[config.mk]
export PLATFORM = sky130hd
export DESIGN_NAME = master_request_arbiter
export DESIGN_NICKNAME = d
export VERILOG_FILES = /design/src/rtl/master_request_arbiter.sv
export SDC_FILE = /design/constraint.sdc
export NUM_CORES = 1
export LEC_CHECK = 0
export CAP_MARGIN = 5
export CORE_AREA = 2 2 209 211
export DETAILED_ROUTE_END_ITERATION = 10
export DIE_AREA = 0 0 211 213
export PLACE_DENSITY_LB_ADDON = 0.12
export SYNTH_ARGS = -nofsm -noshare
export SYNTH_HDL_FRONTEND = slang
export SYNTH_SLANG_ARGS = --single-unit
[constraint.sdc]
create_clock -name clk -period 2.2 [get_ports clk]
set_clock_uncertainty 0.2 [all_clocks]
set_input_delay 0.33 -clock clk [delete_from_list [all_inputs] [get_ports clk]]
set_output_delay 0.33 -clock clk [all_outputs]
set_load 0.02 [all_outputs]
[src/rtl/master_request_arbiter.sv]
// master_request_arbiter
//   Shares a single master_transactor request path among C_NUM_REQ requesters.
//   A round-robin search picks one pending request. Its address, length and type
//   are latched and then issued as a provided-parameter transactor request. The
//   grant is held until the transactor reports completion, and completion is then
//   pulsed back to the winner. Only one transaction is in flight at a time.
//
//   Optional feature: define MASTER_ARB_TIMEOUT_EN to enable a watchdog in
//   ST_WAIT_DONE. When the watchdog expires, the transaction is aborted with
//   req_done + req_error.
//
// Ports
//   clk, rst                      clock, synchronous active-high reset
//   req_valid[N]                  request pending (held until req_accept)
//   req_accept[N]                 1-cycle pulse: request latched
//   req_address/length/type       flattened per-requester request fields
//   req_done[N], req_error        1-cycle completion pulse to winner, abort flag
//   grant_id                      index of current/last winner
//   busy                          arbiter not idle
//   transactor_request            1-cycle issue pulse, with use_provided_param
//   provided_parameters_*         latched fields, valid with transactor_request
//   provided_request_type_r       latched type, valid with transactor_request
//   transactor_request_busy       transactor cannot accept a request
//   transaction_request_complete  transactor finished the request
//
// state        | meaning
// -------------+---------------------------------------------------------
// ST_IDLE      | arbitrate among pending requests
// ST_ISSUE     | request latched, waiting for transactor to be free
// ST_WAIT_DONE | request issued, waiting for transaction_request_complete

module master_request_arbiter #(
    parameter int C_NUM_REQ        = 4,
    parameter int C_ID_WIDTH       = 2,
    parameter int C_TIMEOUT_CYCLES = 4096
) (
    input  logic                      clk,
    input  logic                      rst,
    input  logic [C_NUM_REQ-1:0]      req_valid,
    output logic [C_NUM_REQ-1:0]      req_accept,
    input  logic [C_NUM_REQ*64-1:0]   req_address,
    input  logic [C_NUM_REQ*36-1:0]   req_length,
    input  logic [C_NUM_REQ*4-1:0]    req_type,
    output logic [C_NUM_REQ-1:0]      req_done,
    output logic                      req_error,
    output logic [C_ID_WIDTH-1:0]     grant_id,
    output logic                      busy,
    output logic                      transactor_request,
    output logic                      use_provided_param,
    output logic [35:0]               provided_parameters_length,
    output logic [3:0]                provided_request_type_r,
    output logic [63:0]               provided_parameters_address,
    input  logic                      transactor_request_busy,
    input  logic                      transaction_request_complete
);

    typedef enum logic [1:0] {
        ST_IDLE      = 2'd0,
        ST_ISSUE     = 2'd1,
        ST_WAIT_DONE = 2'd2
    } state_t;

    state_t                  state;
    logic [C_ID_WIDTH-1:0]   rr_ptr;
    logic [63:0]             lat_address;
    logic [35:0]             lat_length;
    logic [3:0]              lat_type;

    logic                    found;
    logic [C_ID_WIDTH-1:0]   winner;
    logic [C_ID_WIDTH-1:0]   idx;
    logic [63:0]             sel_address;
    logic [35:0]             sel_length;
    logic [3:0]              sel_type;

    // Search starts one past the last winner so every agent gets a turn.
    always_comb begin
        found  = 1'b0;
        winner = '0;
        idx    = '0;
        for (int i = 1; i <= C_NUM_REQ; i++) begin
            idx = C_ID_WIDTH'((int'(rr_ptr) + i) % C_NUM_REQ);
            if (!found && req_valid[idx]) begin
                found  = 1'b1;
                winner = idx;
            end
        end
    end

    always_comb begin
        sel_address = '0;
        sel_length  = '0;
        sel_type    = '0;
        for (int j = 0; j < C_NUM_REQ; j++) begin
            if (C_ID_WIDTH'(j) == winner) begin
                sel_address = req_address[64*j +: 64];
                sel_length  = req_length[36*j +: 36];
                sel_type    = req_type[4*j +: 4];
            end
        end
    end

`ifdef MASTER_ARB_TIMEOUT_EN
    localparam int TMR_W = $clog2(C_TIMEOUT_CYCLES + 1);
    logic [TMR_W-1:0] wait_cnt;
`else
    logic unused_timeout_cfg;
    assign unused_timeout_cfg = ^C_TIMEOUT_CYCLES;
`endif

    assign busy = (state != ST_IDLE);

    always_ff @(posedge clk) begin
        if (rst) begin
            state                       <= ST_IDLE;
            rr_ptr                      <= C_ID_WIDTH'(C_NUM_REQ - 1);
            grant_id                    <= '0;
            lat_address                 <= '0;
            lat_length                  <= '0;
            lat_type                    <= '0;
            req_accept                  <= '0;
            req_done                    <= '0;
            req_error                   <= 1'b0;
            transactor_request          <= 1'b0;
            use_provided_param          <= 1'b0;
            provided_parameters_length  <= '0;
            provided_request_type_r     <= '0;
            provided_parameters_address <= '0;
`ifdef MASTER_ARB_TIMEOUT_EN
            wait_cnt                    <= '0;
`endif
        end else begin
            // Pulse outputs default low; provided_* are only non-zero on issue.
            req_accept                  <= '0;
            req_done                    <= '0;
            req_error                   <= 1'b0;
            transactor_request          <= 1'b0;
            use_provided_param          <= 1'b0;
            provided_parameters_length  <= '0;
            provided_request_type_r     <= '0;
            provided_parameters_address <= '0;

            case (state)
                ST_IDLE: begin
                    // Hold off one cycle while req_done is showing, so the
                    // next arbitration starts the cycle after completion.
                    if (found && (req_done == '0)) begin
                        req_accept[winner] <= 1'b1;
                        grant_id           <= winner;
                        lat_address        <= sel_address;
                        lat_length         <= sel_length;
                        lat_type           <= sel_type;
                        state              <= ST_ISSUE;
                    end
                end

                ST_ISSUE: begin
                    if (lat_length == '0) begin
                        req_done[grant_id] <= 1'b1;
                        rr_ptr             <= grant_id;
                        state              <= ST_IDLE;
                    end else if (!transactor_request_busy) begin
                        transactor_request          <= 1'b1;
                        use_provided_param          <= 1'b1;
                        provided_parameters_length  <= lat_length;
                        provided_request_type_r     <= lat_type;
                        provided_parameters_address <= lat_address;
`ifdef MASTER_ARB_TIMEOUT_EN
                        wait_cnt                    <= '0;
`endif
                        state                       <= ST_WAIT_DONE;
                    end
                end

                ST_WAIT_DONE: begin
                    if (transaction_request_complete) begin
                        req_done[grant_id] <= 1'b1;
                        rr_ptr             <= grant_id;
                        state              <= ST_IDLE;
`ifdef MASTER_ARB_TIMEOUT_EN
                    end else if (wait_cnt == TMR_W'(C_TIMEOUT_CYCLES - 1)) begin
                        req_done[grant_id] <= 1'b1;
                        req_error          <= 1'b1;
                        rr_ptr             <= grant_id;
                        state              <= ST_IDLE;
                    end else begin
                        wait_cnt <= wait_cnt + 1'b1;
`endif
                    end
                end

                default: state <= ST_IDLE;
            endcase
        end
    end

endmodule

==> impl_results.md, run 1 <==
* Final hold violation count at 0
* Die footprint at 44,900 um^2
* Layout Nets at 1,904
* Crit Path Category: register to register
* Power Dens Cells at 875 nW/um^2
* Clock share of power at 29.1%
* Pin count of the biggest net entering global routing at 57
* Mapped Nets at 1,330
* Share of layout cells above drive strength 1 at 10.0%
* Status: completed
* Die Height at 213 um
* Worst EP required at 2410 ps
* Sequential area share after synthesis at 46.2%
* Period utilization at 98.4%
* DRT met1 WL at 16,200 um
* Commonest cells after routing, fill and taps aside: clkdlybuf4s50_1 (534), dfxtp_1 (221), mux2i_1 (204)
* Netlist cell types at 38
* Reg2reg path depth at 8
* Biggest area consumer among synthesized cells: dfxtp_1
* P_int at 10.5 mW
* Average wire per standard cell at 20.5 um
* Worst path max stage delay at 340 ps
* Worst hold path class: register to register
* Synth Warn # at 0
* Hold path cells at 1
* Syn_area_per_cell at 10.7 um^2
* Sw frac at 30.8%
* Met2 WL post-DR at 21,400 um
* Vias in the first global route at 9,235
* Clock sink count at 223
* Max-cap violations at 0
* Fill count at 4,202
* Critical Path Fanout Max at 35
* Maximum VDD drop at 436 uV
* Total gr overflow at 0
* Seq pwr share at 34.8%
* Drt total wl at 42,000 um
* Setup ws final at 34.6 ps
* CTS tree: done
* Fin crit period at 2170 ps
* Port Buffers at 540
* Pre-CTS WS at -516 ps
* R2R Setup Slk at 30 ps
* Routability cong. at 0.780
* TritonCTS Buffers at 26
* Clock Latency Late Sink at 540 ps
* Critical path, cell by cell: nor4_4, buf_4, nand4_1, o31ai_2, buf_4, nor3_4, buf_12, and2_1
* Hold Buf Count CTS at 0
* Leak at 6.84 nW
* Slew Limit Fails at 0
* IO Pins at 542
* CTS root buf: clkbuf_16
* Vias at 9,055
* Mapped Cells at 902
* DRC violations left at 0
* Achievable clock frequency at 462 MHz
* Data arrival time of the critical path at 2380 ps
* Combinational share of power at 36.1%
* First-pass GRT wire length at 59,500 um
* All-Layer GR Usage at 17.6%
* RSZ-0062 raised after global routing: true
* Vias per cell at 4.43
* NetSw at 4.65 mW
* Initial drt markers at 320
* Starting density of the core at 22.6%
* Area contributors post-synth: dfxtp_1 (46%), mux2i_1 (22%), o221ai_1 (9.4%)
* Yosys top cell area share at 46.2%
* Worst reg2reg endpoint: provided_parameters_address[34]$_SDFF_PP0_
* Synthesized area at 9660 um^2
* Commonest non-fill, non-tap cell in the layout: clkdlybuf4s50_1
* HPWL after DPL at 32,500 um
* Drt pass-1 iters at 4
* Layout area overhead at 78.6%
* Die W at 211 um
* Crit-path most repeated cell: buf_4
* Startpoint types: register
* Metal3 WL at 3670 um
* Routed Antenna Nets at 0
* Hold path start: lat_address[1]$_SDFFE_PP0P_
* Max Root-Sink Buffers at 3
* Hold worst-path end: provided_parameters_address[1]$_SDFF_PP0_
* Initial antenna violation count at 6
* Critical Path End Type: register
* Worst r2r src: lat_length[2]$_SDFFE_PP0P_
* CP max stage cell: dfxtp_2
* Top layer used by detailed routing: met5
* Setup violators final at 0
* Core ar. at 42,700 um^2
* H-tree levels at 1
* Synth Register Bits at 223
* Rows at 76
* Setup TNS at 0 ps
* Clock Pin Slew Worst Setup and Hold Paths at 60 ps
[cell type report]
class / instances / area (um^2) / share of cell area, %
Clock inverter: 5 / 80.1 / 0.464
Tap cell: 546 / 683 / 3.96
Clock buffer: 41 / 788 / 4.57
Inverter: 6 / 22.5 / 0.131
Sequential cell: 223 / 4470 / 25.9
Multi-Input combinational cell: 597 / 4830 / 28.0
Antenna cell: 3 / 7.51 / 0.0435
Timing Repair Buffer: 622 / 6370 / 36.9
[metrics by stage]
step / hold WS, ps / power (mW) / instance area, um^2 / instances / utilization, %
2_1_floorplan: 224 / 8.08 / 9660 / 902 / -
3_3_place_gp: 233 / 10.6 / 16100 / 1984 / 37.7
3_5_place_dp: 236 / 10.6 / 16100 / 1984 / 37.7
4_1_cts: 251 / 15.1 / 17000 / 2030 / 39.8
5_1_grt: 267 / 15.9 / 17300 / 2042 / 40.4
6_report: 247 / 15.1 / 17300 / 2043 / 40.4
[routing by layer]
layer / vias to the layer above / track usage, %
met3: 45 / 5.77
met5: - / 0
met2: 338 / 32.4
met4: 6 / 4.35
met1: 4221 / 19.6
li1: 4445 / -
[power groups by stage]
| stage | Sequential [mW] | Clock (mW) | Combinational [mW] |
|---|---|---|---|
| floorplan | 5.28 | 0 | 2.79 |
| global placement | 5.31 | 0 | 5.25 |
| detailed placement | 5.31 | 0 | 5.28 |
| CTS | 5.25 | 4.55 | 5.33 |
| global route | 5.35 | 4.69 | 5.88 |
| finish | 5.25 | 4.39 | 5.45 |
[timing repair]
action	in CTS	in global routing
buffers inserted	0	8
gates cloned	0	2
resized for setup	7	32
setup endpoints to repair	143	146
pin swaps	2	5
[worst max path at each step]
stage	start	cells after the start	slack, ps	to
final	lat_length[2]$_SDFFE_PP0P_	8	30	provided_parameters_address[34]$_SDFF_PP0_
after CTS	lat_length[2]$_SDFFE_PP0P_	8	-6	provided_parameters_address[2]$_SDFF_PP0_
after global placement	req_valid[3]	8	-490	lat_length[1]$_SDFFE_PP0P_
after global routing	lat_length[32]$_SDFFE_PP0P_	8	-50	provided_parameters_address[34]$_SDFF_PP0_
after detailed placement	req_valid[3]	8	-520	lat_address[49]$_SDFFE_PP0P_
after floorplan	req_done[1]$_SDFF_PP0_	8	300	lat_address[15]$_SDFFE_PP0P_
[Yosys cell counts (all sizes together)]
library cell / n
inv: 6
and3: 1
nor2: 17
and2: 105
buf: 58
o21ai: 3
a211oi: 1
a21oi: 5
nor4: 10
nor3b: 2
a21o: 1
nand2b: 5
o22ai: 1
nand3b: 37
ha: 4
nand4: 1
nand2: 76
o41ai: 1
nor2b: 2
or4: 1
nand3: 3
dfxtp: 223
clkbuf: 18
conb: 1
o31ai: 1
a32oi: 1
nor3: 3
mux2i: 211
o221ai: 104
[kinds of logic after synthesis]
logic type | Yosys count | synth area share [%]
buf+inv | 82 | 5.56
flops | 223 | 46.2
fa+ha+maj | 4 | 0.518
mux | 211 | 21.9
compound gates | 118 | 10.4
other cells | 1 | 0.0388
simple gates | 263 | 15.4
[worst max-delay path, delay by kind of cell, from the launching register on]
family	cells	cell delay [ps]
flip-flops	1	340
AND/OR/NAND/NOR	4	720
buffers and inverters	3	500
AO/OA/AOI/OAI	1	250
[registers in the layout, summed over array words and instances (netlist names), 2 cells and up]
signal,count
req_done,4
lat_address,64
req_accept,4
grant_id,2
provided_parameters_address,64
lat_length,36
state,2
provided_request_type_r,4
provided_parameters_length,36
rr_ptr,2
lat_type,4
Note: power is estimated with default switching activity, not from simulation.
==> run 2, diff against run 1 <==
--- a/config.mk
+++ b/config.mk
@@ -9,7 +9,9 @@
 export CORE_AREA = 2 2 209 211
 export DETAILED_ROUTE_END_ITERATION = 10
 export DIE_AREA = 0 0 211 213
+export MAX_ROUTING_LAYER = met4
 export PLACE_DENSITY_LB_ADDON = 0.12
+export SLEW_MARGIN = 10
 export SYNTH_ARGS = -nofsm -noshare
 export SYNTH_HDL_FRONTEND = slang
 export SYNTH_SLANG_ARGS = --single-unit
==> impl_results.md, run 2 (synthesis results as in run 1) <==
* Routed Antenna Nets at 0 (unchanged)
* Final hold violation count at 0 (unchanged)
* Commonest cells after routing, fill and taps aside: clkdlybuf4s50_1 (534), dfxtp_1 (221), mux2i_1 (205)
* Initial drt markers at 274 (-14%)
* Maximum VDD drop at 434 uV (-0.45%)
* Buffers & Inverters on Critical Path at 3 (unchanged)
* Critical path, cell by cell: nor4_4, buf_4, nand4_1, o31ai_2, buf_4, nor3_4, buf_12, and2_1
* Combinational share of power at 36.2% (about the same)
* Fin crit period at 2170 ps (+7.83 ps)
* CTS root buf: clkbuf_16
* Seq pwr share at 34.8% (about the same)
* Crit-path most repeated cell: buf_4
* Achievable clock frequency at 460 MHz (-0.36%)
* CTS tree: done
* Initial antenna violation count at 6 (unchanged)
* Layout Nets at 1,905 (+0.053%)
* Layout area overhead at 78.8%
* Critical Path End Type: register
* Final Total Pwr at 15.1 mW (+0.12%)
* Largest regs: lat_address (64), provided_parameters_address (64)
* Clock sink count at 223 (unchanged)
* Placed insts at 1,984 (unchanged)
* Sw frac at 30.8% (about the same)
* P_int at 10.5 mW (about the same)
* Setup violators final at 0 (unchanged)
* Post-Layout Inst Area at 17,300 um^2 (+0.11%)
* Non-Filler Instances at 2,047 (+0.20%)
* Drt pass-1 iters at 4 (unchanged)
* NetSw at 4.66 mW (+0.21%)
* Pre-CTS WS at -516 ps (unchanged)
* Clock Pin Slew Worst Setup and Hold Paths at 60 ps (about the same)
* Commonest non-fill, non-tap cell in the layout: clkdlybuf4s50_1
* Period utilization at 98.8% (+0.36 points)
* Port Buffers at 540 (unchanged)
* Clock Latency Late Sink at 540 ps (about the same)
* Share of layout cells above drive strength 1 at 10.0% (about the same)
* Area post-placement at 16,100 um^2 (unchanged)
* RSZ-0062 raised after global routing: true
* Slew Limit Fails at 0 (unchanged)
* Rows at 76 (unchanged)
* Core ar. at 42,700 um^2 (unchanged)
* Total gr overflow at 0 (unchanged)
* Starting density of the core at 22.6% (unchanged)
* Worst EP required at 2410 ps (about the same)
* Critical Path Fanout Max at 35 (unchanged)
* DRC violations left at 0 (unchanged)
* Fill count at 4,204 (+0.048%)
* Vias per cell at 4.43 (about the same)
* Crit Path Category: register to register
* Worst path max stage delay at 330 ps (about the same)
* Vias in the first global route at 9,237 (+0.022%)
* CP max stage cell: dfxtp_2
* Worst hold path class: register to register
* First-pass GRT wire length at 59,400 um (about the same)
* H-tree levels at 1 (unchanged)
* Drt total wl at 42,000 um (+0.14%)
* Power Dens Cells at 875 nW/um^2 (about the same)
* Max-cap violations at 0 (unchanged)
* Data arrival time of the critical path at 2380 ps (about the same)
* Leak at 6.85 nW (+0.14%)
* Status: completed
* Average wire per standard cell at 20.5 um (about the same)
* Startpoint types: register
* Hold slack at 248 ps (+1.74 ps)
* Max Root-Sink Buffers at 3 (unchanged)
* TritonCTS Buffers at 26 (unchanged)
* Die W at 211 um (unchanged)
* HPWL after DPL at 32,500 um (unchanged)
* Vias at 9,069 (+0.15%)
* Hold Buf Count CTS at 0 (unchanged)
* IO Pins at 542 (unchanged)
* Setup ws final at 26.8 ps (-7.83 ps)
* Pin count of the biggest net entering global routing at 57 (unchanged)
* Fin util at 40.5% (+0.044 points)
* Delay-heaviest family, CP: simple AND/OR/NAND/NOR gates
* Clock share of power at 29.0% (about the same)
* Routability cong. at 0.791 (+1.4%)
* All-Layer GR Usage at 18.2% (+0.53 points)
* Setup TNS at 0 ps (unchanged)
* Die Height at 213 um (unchanged)
* Die footprint at 44,900 um^2 (unchanged)
## run 2: cell types whose count changed in the layout (fill, tap and decap cells not counted)
cell / change
buf_12: -2
mux2i_2: -1
diode_2: +3
clkbuf_16: +1
buf_8: +2
mux2i_1: +1
## run 2: power by group through the flow
stage	Sequential [mW]	Clock, mW	Combinational (mW)
2_1_floorplan	5.28	0	2.79
3_3_place_gp	5.31	0	5.25
3_5_place_dp	5.31	0	5.28
4_1_cts	5.25	4.55	5.33
5_1_grt	5.35	4.70	5.90
6_report	5.26	4.39	5.47
## run 2: what timing repair did
| item | 4_1_cts | 5_1_grt |
|---|---|---|
| pin swaps | 2 | 5 |
| setup endpoints to repair | 143 | 144 |
| endpoints found under the hold margin | 0 | 0 |
| gates cloned | 0 | 3 |
| buffers inserted | 0 | 8 |
| gates resized for setup | 7 | 29 |
## run 2: per-layer routing
metal  track usage [%]  up-vias  wire length, um
met5                 -        -                0
li1                  -     4459                -
met1              19.6     4241            16300
met2              32.5      330            21400
met3              5.72       39             3480
met4              4.35        0              754
## run 2: cell type report
class	instances	area, um^2	share of cell area [%]
repair buffers	623	6390	37.0
multi-input cells	597	4830	28.0
flip-flops and latches	223	4470	25.9
clock buffers	41	788	4.56
well taps	546	683	3.95
clock inverters	5	80.1	0.464
inverters	6	22.5	0.130
diodes	6	15.0	0.0869
## run 2: worst paths after layout
check / cells past startpoint / slack [ps] / start / endpoint
worst max-delay path: 8 / 30 / lat_length[2]$_SDFFE_PP0P_ / provided_parameters_address[34]$_SDFF_PP0_
worst max register to register: 8 / 30 / lat_length[2]$_SDFFE_PP0P_ / provided_parameters_address[34]$_SDFF_PP0_
worst min-delay path: 1 / 250 / lat_address[1]$_SDFFE_PP0P_ / provided_parameters_address[1]$_SDFF_PP0_
worst min register to register: 1 / 250 / lat_address[1]$_SDFFE_PP0P_ / provided_parameters_address[1]$_SDFF_PP0_
## run 2: worst register-to-register path: stages (launching register included)
cell     delay (ps)
dfxtp_2         330
nor4_4          310
buf_4           160
nand4_1         150
o31ai_2         250
buf_4           160
nor3_4           60
buf_12          180
and2_1          240
==> run 3, diff against run 2 <==
--- a/config.mk
+++ b/config.mk
@@ -11,6 +11,7 @@
 export DIE_AREA = 0 0 211 213
 export MAX_ROUTING_LAYER = met4
 export PLACE_DENSITY_LB_ADDON = 0.12
+export SKIP_LAST_GASP = 1
 export SLEW_MARGIN = 10
 export SYNTH_ARGS = -nofsm -noshare
 export SYNTH_HDL_FRONTEND = slang
==> impl_results.md, run 3 (synthesis results as in run 1) <==
* Max-cap violations at 0 (unchanged)
* H-tree levels at 1 (unchanged)
* Largest regs: lat_address (64), provided_parameters_address (64)
* Core ar. at 42,700 um^2 (unchanged)
* Clock Latency Late Sink at 540 ps (about the same)
* Worst hold path class: register to register
* Post-Layout Inst Area at 17,300 um^2 (-0.11%)
* Reg2reg path depth at 8 (unchanged)
* IO Pins at 542 (unchanged)
* Worst path max stage delay at 340 ps (about the same)
* CTS tree: done
* Hold path start: lat_address[1]$_SDFFE_PP0P_
* DRC violations left at 0 (unchanged)
* Initial drt markers at 270 (-1.5%)
* Data arrival time of the critical path at 2390 ps (about the same)
* Critical Path End Type: register
* Pre-CTS WS at -516 ps (unchanged)
* Pin count of the biggest net entering global routing at 57 (unchanged)
* Clock Pin Slew Worst Setup and Hold Paths at 60 ps (about the same)
* Die W at 211 um (unchanged)
* All-Layer GR Usage at 18.2% (about the same)
* Commonest cells after routing, fill and taps aside: clkdlybuf4s50_1 (536), dfxtp_1 (222), mux2i_1 (206)
* First-pass GRT wire length at 59,400 um (about the same)
* Layout area overhead at 78.6%
* Vias per cell at 4.44 (+0.23%)
* Drt total wl at 42,100 um (+0.11%)
* CTS root buf: clkbuf_16
* Commonest non-fill, non-tap cell in the layout: clkdlybuf4s50_1
* Achievable clock frequency at 460 MHz (about the same)
* Worst reg2reg endpoint: provided_parameters_address[34]$_SDFF_PP0_
* Hold path cells at 1 (unchanged)
* Worst EP required at 2410 ps (about the same)
* Power Dens Cells at 875 nW/um^2 (about the same)
* Buffers & Inverters on Critical Path at 3 (unchanged)
* Average wire per standard cell at 20.6 um (+0.11%)
* Fill count at 4,206 (+0.048%)
* Hold worst-path end: provided_parameters_address[1]$_SDFF_PP0_
* Startpoint types: register
* Area post-placement at 16,100 um^2 (unchanged)
* Crit-path most repeated cell: buf_4
* Worst r2r src: lat_length[2]$_SDFFE_PP0P_
* Total gr overflow at 0 (unchanged)
* Crit Path Category: register to register
* Final hold violation count at 0 (unchanged)
* Status: completed
* Leak at 6.81 nW (-0.55%)
* Port Buffers at 540 (unchanged)
* Critical Path Fanout Max at 35 (unchanged)
* RSZ-0062 raised after global routing: true
* Delay-heaviest family, CP: simple AND/OR/NAND/NOR gates
* Period utilization at 98.8% (about the same)
* Routed Antenna Nets at 0 (unchanged)
* Clock sink count at 223 (unchanged)
* Setup violators final at 0 (unchanged)
* Critical path, cell by cell: nor4_4, buf_4, nand4_1, o31ai_2, buf_4, nor3_4, buf_12, and2_1
* Starting density of the core at 22.6% (unchanged)
* Die footprint at 44,900 um^2 (unchanged)
* R2R Setup Slk at 30 ps (about the same)
* Slew Limit Fails at 0 (unchanged)
* Maximum VDD drop at 436 uV (+0.45%)
* Die Height at 213 um (unchanged)
* Hold Buf Count CTS at 0 (unchanged)
* Setup ws final at 27.0 ps (+0.228 ps)
* Routability cong. at 0.791 (unchanged)
* Vias in the first global route at 9,232 (-0.054%)
* Initial antenna violation count at 6 (unchanged)
* HPWL after DPL at 32,500 um (unchanged)
* Drt pass-1 iters at 4 (unchanged)
* CP max stage cell: dfxtp_1
* Rows at 76 (unchanged)
* TritonCTS Buffers at 26 (unchanged)
* Layout Nets at 1,905 (unchanged)
* Share of layout cells above drive strength 1 at 9.90% (-0.13 points)
* Fin crit period at 2170 ps (-0.228 ps)
* Vias at 9,090 (+0.23%)
* Max Root-Sink Buffers at 3 (unchanged)
==> run 3: cell count changes in the layout (fill, tap and decap cells not counted) <==
cell,delta
mux2i_1,+1
dfxtp_1,+1
dfxtp_2,-1
dlymetal6s2s_1,-2
mux2i_4,-1
clkdlybuf4s50_1,+2
==> run 3: final cells by class <==
| cell class | instances | area (um^2) | share of cell area (%) |
|---|---|---|---|
| timing repair buffer | 623 | 6380 | 37.0 |
| multi-input combinational | 597 | 4820 | 27.9 |
| sequential | 223 | 4470 | 25.9 |
| clock buffer | 41 | 788 | 4.57 |
| tap | 546 | 683 | 3.96 |
| clock inverter | 5 | 80.1 | 0.464 |
| inverter | 6 | 22.5 | 0.131 |
| antenna | 6 | 15.0 | 0.0870 |
==> run 3: how the worst max path moves through the flow <==
stage	start	end	slack, ps	depth (start not counted)
after global routing	lat_length[2]$_SDFFE_PP0P_	provided_parameters_address[34]$_SDFF_PP0_	-60	8
after detailed placement	req_valid[3]	lat_address[49]$_SDFFE_PP0P_	-520	8
after floorplan	req_done[1]$_SDFF_PP0_	lat_address[15]$_SDFFE_PP0P_	300	8
after global placement	req_valid[3]	lat_length[1]$_SDFFE_PP0P_	-490	8
final	lat_length[2]$_SDFFE_PP0P_	provided_parameters_address[34]$_SDFF_PP0_	30	8
after CTS	lat_length[2]$_SDFFE_PP0P_	req_done[2]$_SDFF_PP0_	-20	6
==> run 3: metal layers <==
metal / track usage (%) / up-vias / wire length (um) / part of all wire (%)
met1: 19.6 / 4259 / 16300 / 39
met5: - / - / 0 / 0
li1: - / 4460 / - / -
met4: 4.35 / 0 / 754 / 1.8
met2: 32.4 / 332 / 21500 / 51
met3: 5.72 / 39 / 3510 / 8.3
==> run 3: where the power goes <==
part / total [mW] / switching, mW / internal, mW
clock network: 4.40 / 1.73 / 2.68
registers: 5.26 / 0.455 / 4.80
logic: 5.45 / 2.47 / 2.97
total: 15.1 / 4.66 / 10.4
==> run 3: metrics by stage <==
stage                     util (%)  power, mW  hold slack (ps)  TNS (ps)  std cells
after floorplan                  -       8.08              224         0        902
final                         40.4       15.1              248         0       2047
after detailed placement      37.7       10.6              236    -60580       1984
after global routing          40.4       15.9              267     -2700       2047
after global placement        37.7       10.6              233    -48820       1984
after CTS                     39.8       15.1              251     -32.2       2030
==> run 3: repair_timing <==
item                                    CTS  global route
gates cloned                              0             3
pin swaps                                 2             5
gates resized for setup                   6            25
endpoints found under the setup margin  143           145
buffers inserted                          0             8
==> run 3: worst register-to-register path, cell delays in order, from the launching register on <==
cell     delay, ps
dfxtp_1        340
nor4_4         320
buf_4          160
nand4_1        150
o31ai_2        250
buf_4          160
nor3_4          60
buf_12         180
and2_1         230
